[src/rtl/pipeline_hazard_ctrl_pkg.sv]
// Shared constants and types for the pipeline hazard controller.
package pipeline_hazard_ctrl_pkg;

    localparam int REG_AW = 5;

    localparam logic [1:0] FWD_RF  = 2'b00;
    localparam logic [1:0] FWD_WB  = 2'b01;
    localparam logic [1:0] FWD_MEM = 2'b10;

    typedef enum logic {
        RUN     = 1'b0,
        MD_WAIT = 1'b1
    } hz_state_e;

endpackage

[src/rtl/hazard_fwd_unit.sv]
// Operand forwarding select for one source register; MEM beats WB, x0 never forwards.
module hazard_fwd_unit
    import pipeline_hazard_ctrl_pkg::*;
#(
    parameter int AW = REG_AW
) (
    input  logic [AW-1:0] rs_i,
    input  logic [AW-1:0] mem_rd_i,
    input  logic          mem_we_i,
    input  logic [AW-1:0] wb_rd_i,
    input  logic          wb_we_i,
    output logic [1:0]    fwd_o
);

    always_comb begin
        fwd_o = FWD_RF;
        if (mem_we_i && (mem_rd_i != '0) && (mem_rd_i == rs_i)) begin
            fwd_o = FWD_MEM;
        end else if (wb_we_i && (wb_rd_i != '0) && (wb_rd_i == rs_i)) begin
            fwd_o = FWD_WB;
        end
    end

endmodule

[src/rtl/pipeline_hazard_ctrl.sv]
// Stall/flush/forward sequencer for the 5-stage RV32I pipeline.
// Optional perf counters via `define HAZARD_PERF_CNT_EN.
module pipeline_hazard_ctrl #(
    parameter int REG_AW        = pipeline_hazard_ctrl_pkg::REG_AW,
    parameter int MD_MAX_CYCLES = 40,
    parameter int CNT_W         = 32
) (
    input  logic              clk,
    input  logic              rst_n,
    input  logic [REG_AW-1:0] id_rs1,
    input  logic [REG_AW-1:0] id_rs2,
    input  logic              id_use_rs1,
    input  logic              id_use_rs2,
    input  logic [REG_AW-1:0] ex_rs1,
    input  logic [REG_AW-1:0] ex_rs2,
    input  logic [REG_AW-1:0] ex_rd,
    input  logic              ex_reg_write,
    input  logic              ex_mem_read,
    input  logic              ex_md_op,
    input  logic              ex_redirect,
    input  logic [REG_AW-1:0] mem_rd,
    input  logic [REG_AW-1:0] wb_rd,
    input  logic              mem_reg_write,
    input  logic              wb_reg_write,
    input  logic              md_done,
    output logic              pc_en,
    output logic              ifid_en,
    output logic              idex_en,
    output logic              ifid_clr,
    output logic              idex_clr,
    output logic              exmem_clr,
    output logic [1:0]        fwd_a,
    output logic [1:0]        fwd_b,
    output logic              md_start,
    output logic              md_timeout
`ifdef HAZARD_PERF_CNT_EN
    ,
    output logic [CNT_W-1:0]  stall_cnt,
    output logic [CNT_W-1:0]  flush_cnt,
    output logic [CNT_W-1:0]  md_cnt
`endif
);

    import pipeline_hazard_ctrl_pkg::*;

    localparam int WD_W = $clog2(MD_MAX_CYCLES + 1);

    hz_state_e       state_q;
    logic            md_start_q;
    logic            md_timeout_q;
    logic [WD_W-1:0] wdog_q;

    logic md_stall;
    logic load_use;
    logic lu_stall;
    logic flush;
    logic ex_reg_write_unused;

    assign ex_reg_write_unused = ex_reg_write;

    hazard_fwd_unit #(.AW(REG_AW)) u_fwd_a (
        .rs_i     (ex_rs1),
        .mem_rd_i (mem_rd),
        .mem_we_i (mem_reg_write),
        .wb_rd_i  (wb_rd),
        .wb_we_i  (wb_reg_write),
        .fwd_o    (fwd_a)
    );

    hazard_fwd_unit #(.AW(REG_AW)) u_fwd_b (
        .rs_i     (ex_rs2),
        .mem_rd_i (mem_rd),
        .mem_we_i (mem_reg_write),
        .wb_rd_i  (wb_rd),
        .wb_we_i  (wb_reg_write),
        .fwd_o    (fwd_b)
    );

    // The md_done cycle itself is released so EX/MEM captures the result.
    assign md_stall = (state_q == RUN) ? ex_md_op : !md_done;

    assign load_use = ex_mem_read && (ex_rd != '0) &&
                      ((id_use_rs1 && (id_rs1 == ex_rd)) ||
                       (id_use_rs2 && (id_rs2 == ex_rd)));

    always_comb begin
        pc_en     = 1'b1;
        ifid_en   = 1'b1;
        idex_en   = 1'b1;
        ifid_clr  = 1'b0;
        idex_clr  = 1'b0;
        exmem_clr = 1'b0;
        lu_stall  = 1'b0;
        flush     = 1'b0;
        priority case (1'b1)
            md_stall: begin
                pc_en     = 1'b0;
                ifid_en   = 1'b0;
                idex_en   = 1'b0;
                exmem_clr = 1'b1;
            end
            ex_redirect: begin
                ifid_clr = 1'b1;
                idex_clr = 1'b1;
                flush    = 1'b1;
            end
            load_use: begin
                pc_en    = 1'b0;
                ifid_en  = 1'b0;
                idex_clr = 1'b1;
                lu_stall = 1'b1;
            end
            default: ;
        endcase
    end

    always_ff @(posedge clk or negedge rst_n) begin
        if (!rst_n) begin
            state_q      <= RUN;
            md_start_q   <= 1'b0;
            md_timeout_q <= 1'b0;
            wdog_q       <= '0;
        end else begin
            md_start_q <= 1'b0;
            unique case (state_q)
                RUN: begin
                    if (ex_md_op) begin
                        state_q    <= MD_WAIT;
                        md_start_q <= 1'b1;
                        wdog_q     <= '0;
                    end
                end
                MD_WAIT: begin
                    if (md_done) begin
                        state_q <= RUN;
                    end else begin
                        wdog_q <= wdog_q + 1'b1;
                        if (wdog_q == WD_W'(MD_MAX_CYCLES - 1)) begin
                            state_q      <= RUN;
                            md_timeout_q <= 1'b1;
                        end
                    end
                end
                default: state_q <= RUN;
            endcase
        end
    end

    assign md_start   = md_start_q;
    assign md_timeout = md_timeout_q;

`ifdef HAZARD_PERF_CNT_EN
    logic [CNT_W-1:0] stall_cnt_q;
    logic [CNT_W-1:0] flush_cnt_q;
    logic [CNT_W-1:0] md_cnt_q;

    always_ff @(posedge clk or negedge rst_n) begin
        if (!rst_n) begin
            stall_cnt_q <= '0;
            flush_cnt_q <= '0;
            md_cnt_q    <= '0;
        end else begin
            if (lu_stall && (stall_cnt_q != '1)) begin
                stall_cnt_q <= stall_cnt_q + 1'b1;
            end
            if (flush && (flush_cnt_q != '1)) begin
                flush_cnt_q <= flush_cnt_q + 1'b1;
            end
            if ((state_q == MD_WAIT) && (md_cnt_q != '1)) begin
                md_cnt_q <= md_cnt_q + 1'b1;
            end
        end
    end

    assign stall_cnt = stall_cnt_q;
    assign flush_cnt = flush_cnt_q;
    assign md_cnt    = md_cnt_q;
`else
    localparam int cnt_w_unused = CNT_W;
    logic perf_unused;
    assign perf_unused = lu_stall ^ flush;
`endif

endmodule

[config.mk]
export PLATFORM = sky130hd
export DESIGN_NAME = pipeline_hazard_ctrl
export DESIGN_NICKNAME = d
export VERILOG_FILES = /design/src/rtl/pipeline_hazard_ctrl_pkg.sv /design/src/rtl/hazard_fwd_unit.sv /design/src/rtl/pipeline_hazard_ctrl.sv
export SDC_FILE = /design/constraint.sdc
export NUM_CORES = 1
export LEC_CHECK = 0
export CAP_MARGIN = 20
export CELL_PAD_IN_SITES_DETAIL_PLACEMENT = 0
export CELL_PAD_IN_SITES_GLOBAL_PLACEMENT = 1
export CORE_AREA = 2 2 62 64
export CTS_BUF_LIST = sky130_fd_sc_hd__clkbuf_8
export DETAILED_ROUTE_END_ITERATION = 10
export DIE_AREA = 0 0 64 66
export PLACE_DENSITY_LB_ADDON = 0.1
export SLEW_MARGIN = 20
export SYNTH_ARGS = -nofsm -noshare
export SYNTH_HDL_FRONTEND = slang
export SYNTH_HIERARCHICAL = 1
export SYNTH_SLANG_ARGS = --single-unit
export TNS_END_PERCENT = 100
[constraint.sdc]
create_clock -name clk -period 2 [get_ports clk]
set_input_delay 0.3 -clock clk [delete_from_list [all_inputs] [get_ports clk]]
set_output_delay 0.3 -clock clk [all_outputs]
set_load 0.01 [all_outputs]
==> results of run 1 <==
[cell type report]
type / count / area (sq um) / share of cell area
clock buffers: 3 / 41.29 / 0.02529
repair buffers: 72 / 648.1 / 0.3969
flip-flops and latches: 9 / 225.2 / 0.1379
inverters: 3 / 11.26 / 0.006897
well taps: 48 / 60.06 / 0.03678
multi-input cells: 86 / 643.1 / 0.3939
clock inverters: 1 / 3.754 / 0.002299
[metrics by stage]
| step | TNS [ns] | total power [mW] | instances |
|---|---|---|---|
| after floorplan | 0 | 0.3465 | 100 |
| after global placement | -2.940 | 0.5442 | 216 |
| after detailed placement | -3.057 | 0.5497 | 216 |
| after CTS | 0 | 0.7465 | 222 |
| after global routing | 0 | 0.7842 | 222 |
| final | 0 | 0.7377 | 222 |
[cells in the final DEF (no fill, tap or decap), drive strengths merged, types with 4 or more instances in the layout]
cell	count
dfrtp	9
nor3	6
o21ai	8
xor2	15
buf	19
dlymetal6s2s	9
nor2	7
dlygate4sd2	20
clkbuf	6
nand2	8
clkdlybuf4s50	21
nand3	5
xnor2	12
inv	4
nor4	4
[power by group through the flow]
stage / logic [mW] / registers [mW] / clock network [mW]
after floorplan: 0.128 / 0.218 / 0
after global placement: 0.323 / 0.221 / 0
after detailed placement: 0.328 / 0.222 / 0
after CTS: 0.309 / 0.219 / 0.218
after global routing: 0.336 / 0.222 / 0.227
final: 0.304 / 0.220 / 0.214
[state kept, by name, indices dropped and copies added, names as in the netlist]
signal / cells
md_timeout: 1
state_q: 1
wdog_q: 6
md_start: 1
[routing by layer]
layer  track usage  vias to the layer above  wire, um
li1              -                      505         -
met1        0.1517                      448      1088
met2        0.2266                       36      1309
met3       0.01874                        2       156
met4       0.07337                        0        27
met5             0                        -         0
[timing repair]
item | in CTS | in global routing
pin swaps | 10 | 9
setup buffers | 2 | 0
hold buffers | 0 | 0
endpoints found under the setup margin | 9 | 8
gates resized for setup | 39 | 18
[cell families (layout without fill, tap and decap cells)]
family,count (synthesis),after routing
compound gates,19,19
xor+xnor,27,27
fa+ha+maj,1,1
buf+inv,5,79
flops,9,9
simple gates,39,39
[how the worst max path moves through the flow]
stage | startpoint | to | slack (ns) | depth (start not counted)
after floorplan | ex_rd[2] | pc_en | 0.38 | 5
after global placement | ex_rd[2] | idex_clr | -0.45 | 6
after detailed placement | ex_rd[1] | pc_en | -0.49 | 5
after CTS | mem_rd[3] | fwd_b[0] | 0.002 | 6
after global routing | mem_rd[1] | fwd_b[1] | 0.009 | 6
final | ex_rs1[4] | fwd_a[1] | 0.10 | 6
==> summary.md, run 1 <==
| Metric | Value |
|---|---|
| Outcome | `finished, final reports clean` |
| WL final | `2.581 mm` |
| Gate Count Post-Synth | `100` |
| DIE WIDTH | `64 um` |
| Synth area leader | `dfrtp_1` |
| Required time worst endpoint | `1.70 ns` |
| Starting Density | `0.2442` |
| WP buf/inv | `3` |
| Fill count | `358` |
| Mapped cell area | `867.1 sq um` |
| Crit path cell chain | `clkdlybuf4s50_1, nor2_1, o41ai_2, a211oi_2, buf_4, dlygate4sd2_1` |
| Most frequent cell after synthesis | `xor2_1` |
| Worst r2r src | `state_q` |
| Avg Cell Area, Syn | `8.671 sq um` |
| Ant. Diodes | `0` |
| First-pass GRT wire length | `4.257 mm` |
| Detail Route Antenna Nets | `0` |
| Int Power | `0.5091 mW` |
| Total I/O pin count | `58` |
| Row Count | `22` |
| Yosys cell types | `32` |
| Worst Path Arrival | `1.60 ns` |
| Max-slew violation count | `0` |
| Root buf cell | `clkbuf_8` |
| Register area share after synthesis | `0.2597` |
| Clk slew on worst S/H paths | `0.05 ns` |
| Lkg Pwr | `0.7902 nW` |
| Worst R2R Setup Slack | `0.79 ns` |
| Worst Setup Start Kind | `primary input` |
| DR vias | `991` |
| Slowest stage delay, CP | `0.44 ns` |
| Final Net Count | `222` |
| Simple-gate area share of the yosys netlist | `0.2540` |
| Unrepaired setup endpoints after global routing | `false` |
| Prevailing post-synth register cell | `dfrtp_1` |
| Gr usage total | `0.1299` |
| F_max | `527.5 MHz` |
| Total congestion overflow | `0` |
| TritonCTS clock tree | `done` |
| Register share of total power | `0.298` |
| Largest net degree at the start of global routing | `10` |
| DP Wirelength | `2.211 mm` |
| # DRC | `0` |
| Final instance area | `1633 sq um` |
| Place WS | `-0.4874 ns` |
| Worst hold slack | `0.3612 ns` |
| Largest family of logic cells by synthesized area | `XOR/XNOR gates` |
| Critical path's top delay family | `buffers and inverters` |
| Commonest cells in the netlist | `xor2_1 (15), xnor2_1 (12), dfrtp_1 (9), nand2_1 (8), o21ai_0 (7)` |
| Reg2reg end | `wdog_q[3]` |
| Crit. End Element | `primary output` |
| Psw | `0.2286 mW` |
| Routability Congestion | `0.7227` |
| #FFs+latches synth | `9` |
| Vias per cell | `4.464` |
| Clk sinks | `9` |
| Crit-path slowest cell | `clkdlybuf4s50_1` |
| Post-synth EDFFs | `0` |
| Clock Latency Late Sink | `0.24 ns` |
| Num CTS Buffers | `3` |
| Syn Nets | `147` |
| Wire per inst | `11.63 um` |
| Area growth from synthesis to layout | `88.31%` |
| Comb pwr share | `0.412` |
| Worst r2r path cells | `6` |
| Post-synth ARST share | `1.000` |
| Power share of the clock group | `0.290` |
| Final Hold Fails | `0` |
| Worst-margin pin slew | `0.4188 ns` |
| Vias in the first global route | `1,002` |
| Cell Pwr Density | `451.8 nW/um^2` |
| Yosys Warn Count | `6` |
| Height of the die | `66 um` |
| Worst vdd ir | `0.1920 mV` |
| Max Root-Sink Buffers | `2` |
| Worst rel slew slack | `0.7199` |
| Final core utilization | `0.4598` |
| Area contributors post-synth | `dfrtp_1 (26%), xor2_1 (15%), xnor2_1 (12%)` |
| Final WS setup | `0.1043 ns` |
| Top cell type's share of synthesized area | `0.2597` |
| Path type of the worst min-delay path | `primary input to async pin` |
| Post-synthesis mux area share | `0` |
| Maxcap violations | `0` |
| Skew final | `0.004288 ns` |
| H-tree Lvls | `1` |
| WS Path Type | `primary input to primary output` |
| TritonRoute pass-1 iters | `4` |
| Synth Area in Compound Gates | `0.1717` |
| Port buffer count | `56` |
| DP Area | `1580 sq um` |
| Final setup fails | `0` |
| Initial antenna violation count | `0` |
| 1st-iter DRT viols | `28` |
| Layout cells sized above 1 | `0.2299` |
| Sw Ratio | `0.3099` |
| Largest fanout on the critical path | `3` |
| Min Tclk post-route | `1.896 ns` |
| Core area | `3551 sq um` |
| Synth Area in XOR/XNOR | `0.2727` |
| Tcrit/Tclk final | `0.9478` |
| Die area | `4224 sq um` |
| Synth Area in Adders | `0.01443` |
(Power assumes the default switching activity.)
==> inputs of run 2 (changes only) <==
Settings changed: DONT_BUFFER_PORTS set to 1, PLACE_DENSITY_LB_ADDON 0.1 to 0.15.
==> run 2 against run 1 <==
Flip-flop and latch count stayed put; die area did not move; first-iteration DRC count rose by 32%; combinational power decreased by 51%.
==> summary.md, run 2 (same netlist as run 1, synthesis figures left out) <==
| Metric | Value |
|---|---|
| Clk slew on worst S/H paths | `0.05 ns (about the same)` |
| Post-CTS Setup Inserts | `0 (-2)` |
| Crit path top cell by count | `inv_1` |
| Worst rel slew slack | `0.7084 (-0.01156)` |
| Vias per cell | `4.724 (+5.8%)` |
| Unrepaired setup endpoints after global routing | `false` |
| Total congestion overflow | `0 (unchanged)` |
| Final Net Count | `152 (-32%)` |
| Worst Path Arrival | `1.57 ns (-0.03 ns)` |
| Core area | `3551 sq um (unchanged)` |
| Top reg by flops | `wdog_q` |
| First-pass GRT wire length | `3.298 mm (-23%)` |
| DP Area | `922.1 sq um (-42%)` |
| Slowest stage delay, CP | `0.36 ns (-0.08 ns)` |
| Clk sinks | `9 (unchanged)` |
| Root buf cell | `clkbuf_8` |
| Largest register FFs | `6 (unchanged)` |
| Vias in the first global route | `773 (-23%)` |
| Crit-path slowest cell | `o31ai_2` |
| Path type of the worst min-delay path | `primary input to flip-flop` |
| Crit. End Element | `primary output` |
| Layout cells sized above 1 | `0.1250 (-0.1049)` |
| DR vias | `718 (-28%)` |
| Routability Congestion | `0.7525 (+4.1%)` |
| DP Wirelength | `1.765 mm (-20%)` |
| TritonCTS clock tree | `done` |
| F_max | `535.5 MHz (+1.5%)` |
| Row Count | `22 (unchanged)` |
| Starting Density | `0.2442 (unchanged)` |
| Total power | `0.5751 mW (-22%)` |
| TritonRoute pass-1 iters | `5 (+1)` |
| Required time worst endpoint | `1.70 ns (about the same)` |
| Worst Setup Start Kind | `flip-flop` |
| Worst-margin pin slew | `0.4360 ns (+0.01721 ns)` |
| Final setup fails | `0 (unchanged)` |
| WP buf/inv | `2 (-1)` |
| Post-Place Cells | `147 (-32%)` |
| Worst hold slack | `0.2622 ns (-0.09896 ns)` |
| Non-filler cells, final | `152 (-32%)` |
| Lkg Pwr | `0.3827 nW (-52%)` |
| Final instance area | `982.2 sq um (-40%)` |
| Total I/O pin count | `58 (unchanged)` |
| Skew final | `0.001081 ns (-0.003208 ns)` |
| Port buffer count | `0 (-100%)` |
| Commonest non-fill, non-tap cell in the layout | `xor2_1` |
| Cell Pwr Density | `585.5 nW/um^2 (+30%)` |
| Ant. Diodes | `0 (unchanged)` |
| H-tree Lvls | `1 (unchanged)` |
| Area growth from synthesis to layout | `13.28%` |
| WS Path Type | `flip-flop to primary output` |
| Max Root-Sink Buffers | `2 (unchanged)` |
| Final WS setup | `0.1326 ns (+0.02826 ns)` |
| Clock Latency Late Sink | `0.23 ns (about the same)` |
| Max-slew violation count | `0 (unchanged)` |
| Place WS | `0.3257 ns (+0.8132 ns)` |
| DIE WIDTH | `64 um (unchanged)` |
| Worst vdd ir | `0.1418 mV (-26%)` |
| Largest net degree at the start of global routing | `10 (unchanged)` |
| 1st-iter DRT viols | `37 (+32%)` |
| Fill count | `382 (+6.7%)` |
| Tcrit/Tclk final | `0.9337 (-0.01413)` |
| Gr usage total | `0.09808 (-0.03180)` |
| # DRC | `0 (unchanged)` |
| Final core utilization | `0.2766 (-0.1832)` |
| Critical path's top delay family | `simple AND/OR/NAND/NOR gates` |
| Largest fanout on the critical path | `8 (+5)` |
| Final Hold Fails | `0 (unchanged)` |
| Height of the die | `66 um (unchanged)` |
| Total negative slack | `0 ns (unchanged)` |
| WL final | `2.060 mm (-20%)` |
| Initial antenna violation count | `0 (unchanged)` |
| Die area | `4224 sq um (unchanged)` |
| Wire per inst | `13.55 um (+17%)` |
| Num CTS Buffers | `3 (unchanged)` |
| Maxcap violations | `0 (unchanged)` |
| Commonest non-fill, non-tap cells in the layout | `xor2_1 (15), xnor2_1 (12), dfrtp_1 (9)` |
| Outcome | `finished, final reports clean` |
| Crit path cell chain | `nand2b_1, inv_1, nor2_4, inv_1, o31ai_2` |
| Detail Route Antenna Nets | `0 (unchanged)` |
| Min Tclk post-route | `1.867 ns (-0.02826 ns)` |
## run 2: layer usage
| metal | part of all wire | up-vias | track usage |
|---|---|---|---|
| li1 | - | 364 | - |
| met2 | 0.51 | 30 | 0.1732 |
| met4 | 0.0044 | 0 | 0.03261 |
| met3 | 0.11 | 2 | 0.04600 |
| met5 | 0 | - | 0 |
| met1 | 0.38 | 322 | 0.1023 |
## run 2: layout make-up
type / instances / area, sq um / area share
inverters: 3 / 11.26 / 0.01146
clock buffers: 3 / 41.29 / 0.04204
flip-flops and latches: 9 / 225.2 / 0.2293
multi-input cells: 86 / 623.1 / 0.6344
well taps: 48 / 60.06 / 0.06115
repair buffers: 2 / 17.52 / 0.01783
clock inverters: 1 / 3.754 / 0.003822
## run 2: worst reg2reg max path, cell delays in order, from the launching register on
cell and delay [ns]:
dfrtp_1 0.34, nor2b_1 0.27, buf_4 0.20, nand4_1 0.12
nand3_1 0.10, o21ai_0 0.08
## run 2: path summary, 6_finish.rpt
path / from / end / slack (ns) / cells past startpoint
worst max-delay path: state_q / idex_clr / 0.13 / 5
worst min-delay path: ex_md_op / state_q / 0.26 / 2
worst max register to register: state_q / wdog_q[4] / 0.77 / 5
worst min register to register: md_timeout / md_timeout / 0.52 / 1
max in group asynchronous: rst_n / md_timeout / 1.25 / 1
min in group asynchronous: rst_n / wdog_q[2] / 0.45 / 1
## run 2: report_power, final
part | internal [mW] | total, mW | switching, mW | leakage, nW
combinational | 0.0701 | 0.148 | 0.0781 | 0.235
clock | 0.134 | 0.206 | 0.0727 | 0.0269
sequential | 0.203 | 0.220 | 0.0174 | 0.120
## run 2: repair_timing
| item | 4_1_cts | 5_1_grt |
|---|---|---|
| hold buffers | 1 | 0 |
| gates resized for setup | 0 | 1 |
| hold endpoints to repair | 9 | 0 |
| endpoints found under the setup margin | 0 | 1 |
==> inputs of run 3 (changes only) <==
Settings changed: SLEW_MARGIN 20 to unset.
==> results of run 3 <==
The final DEF is identical to that of run 2; final timing and power are the same.
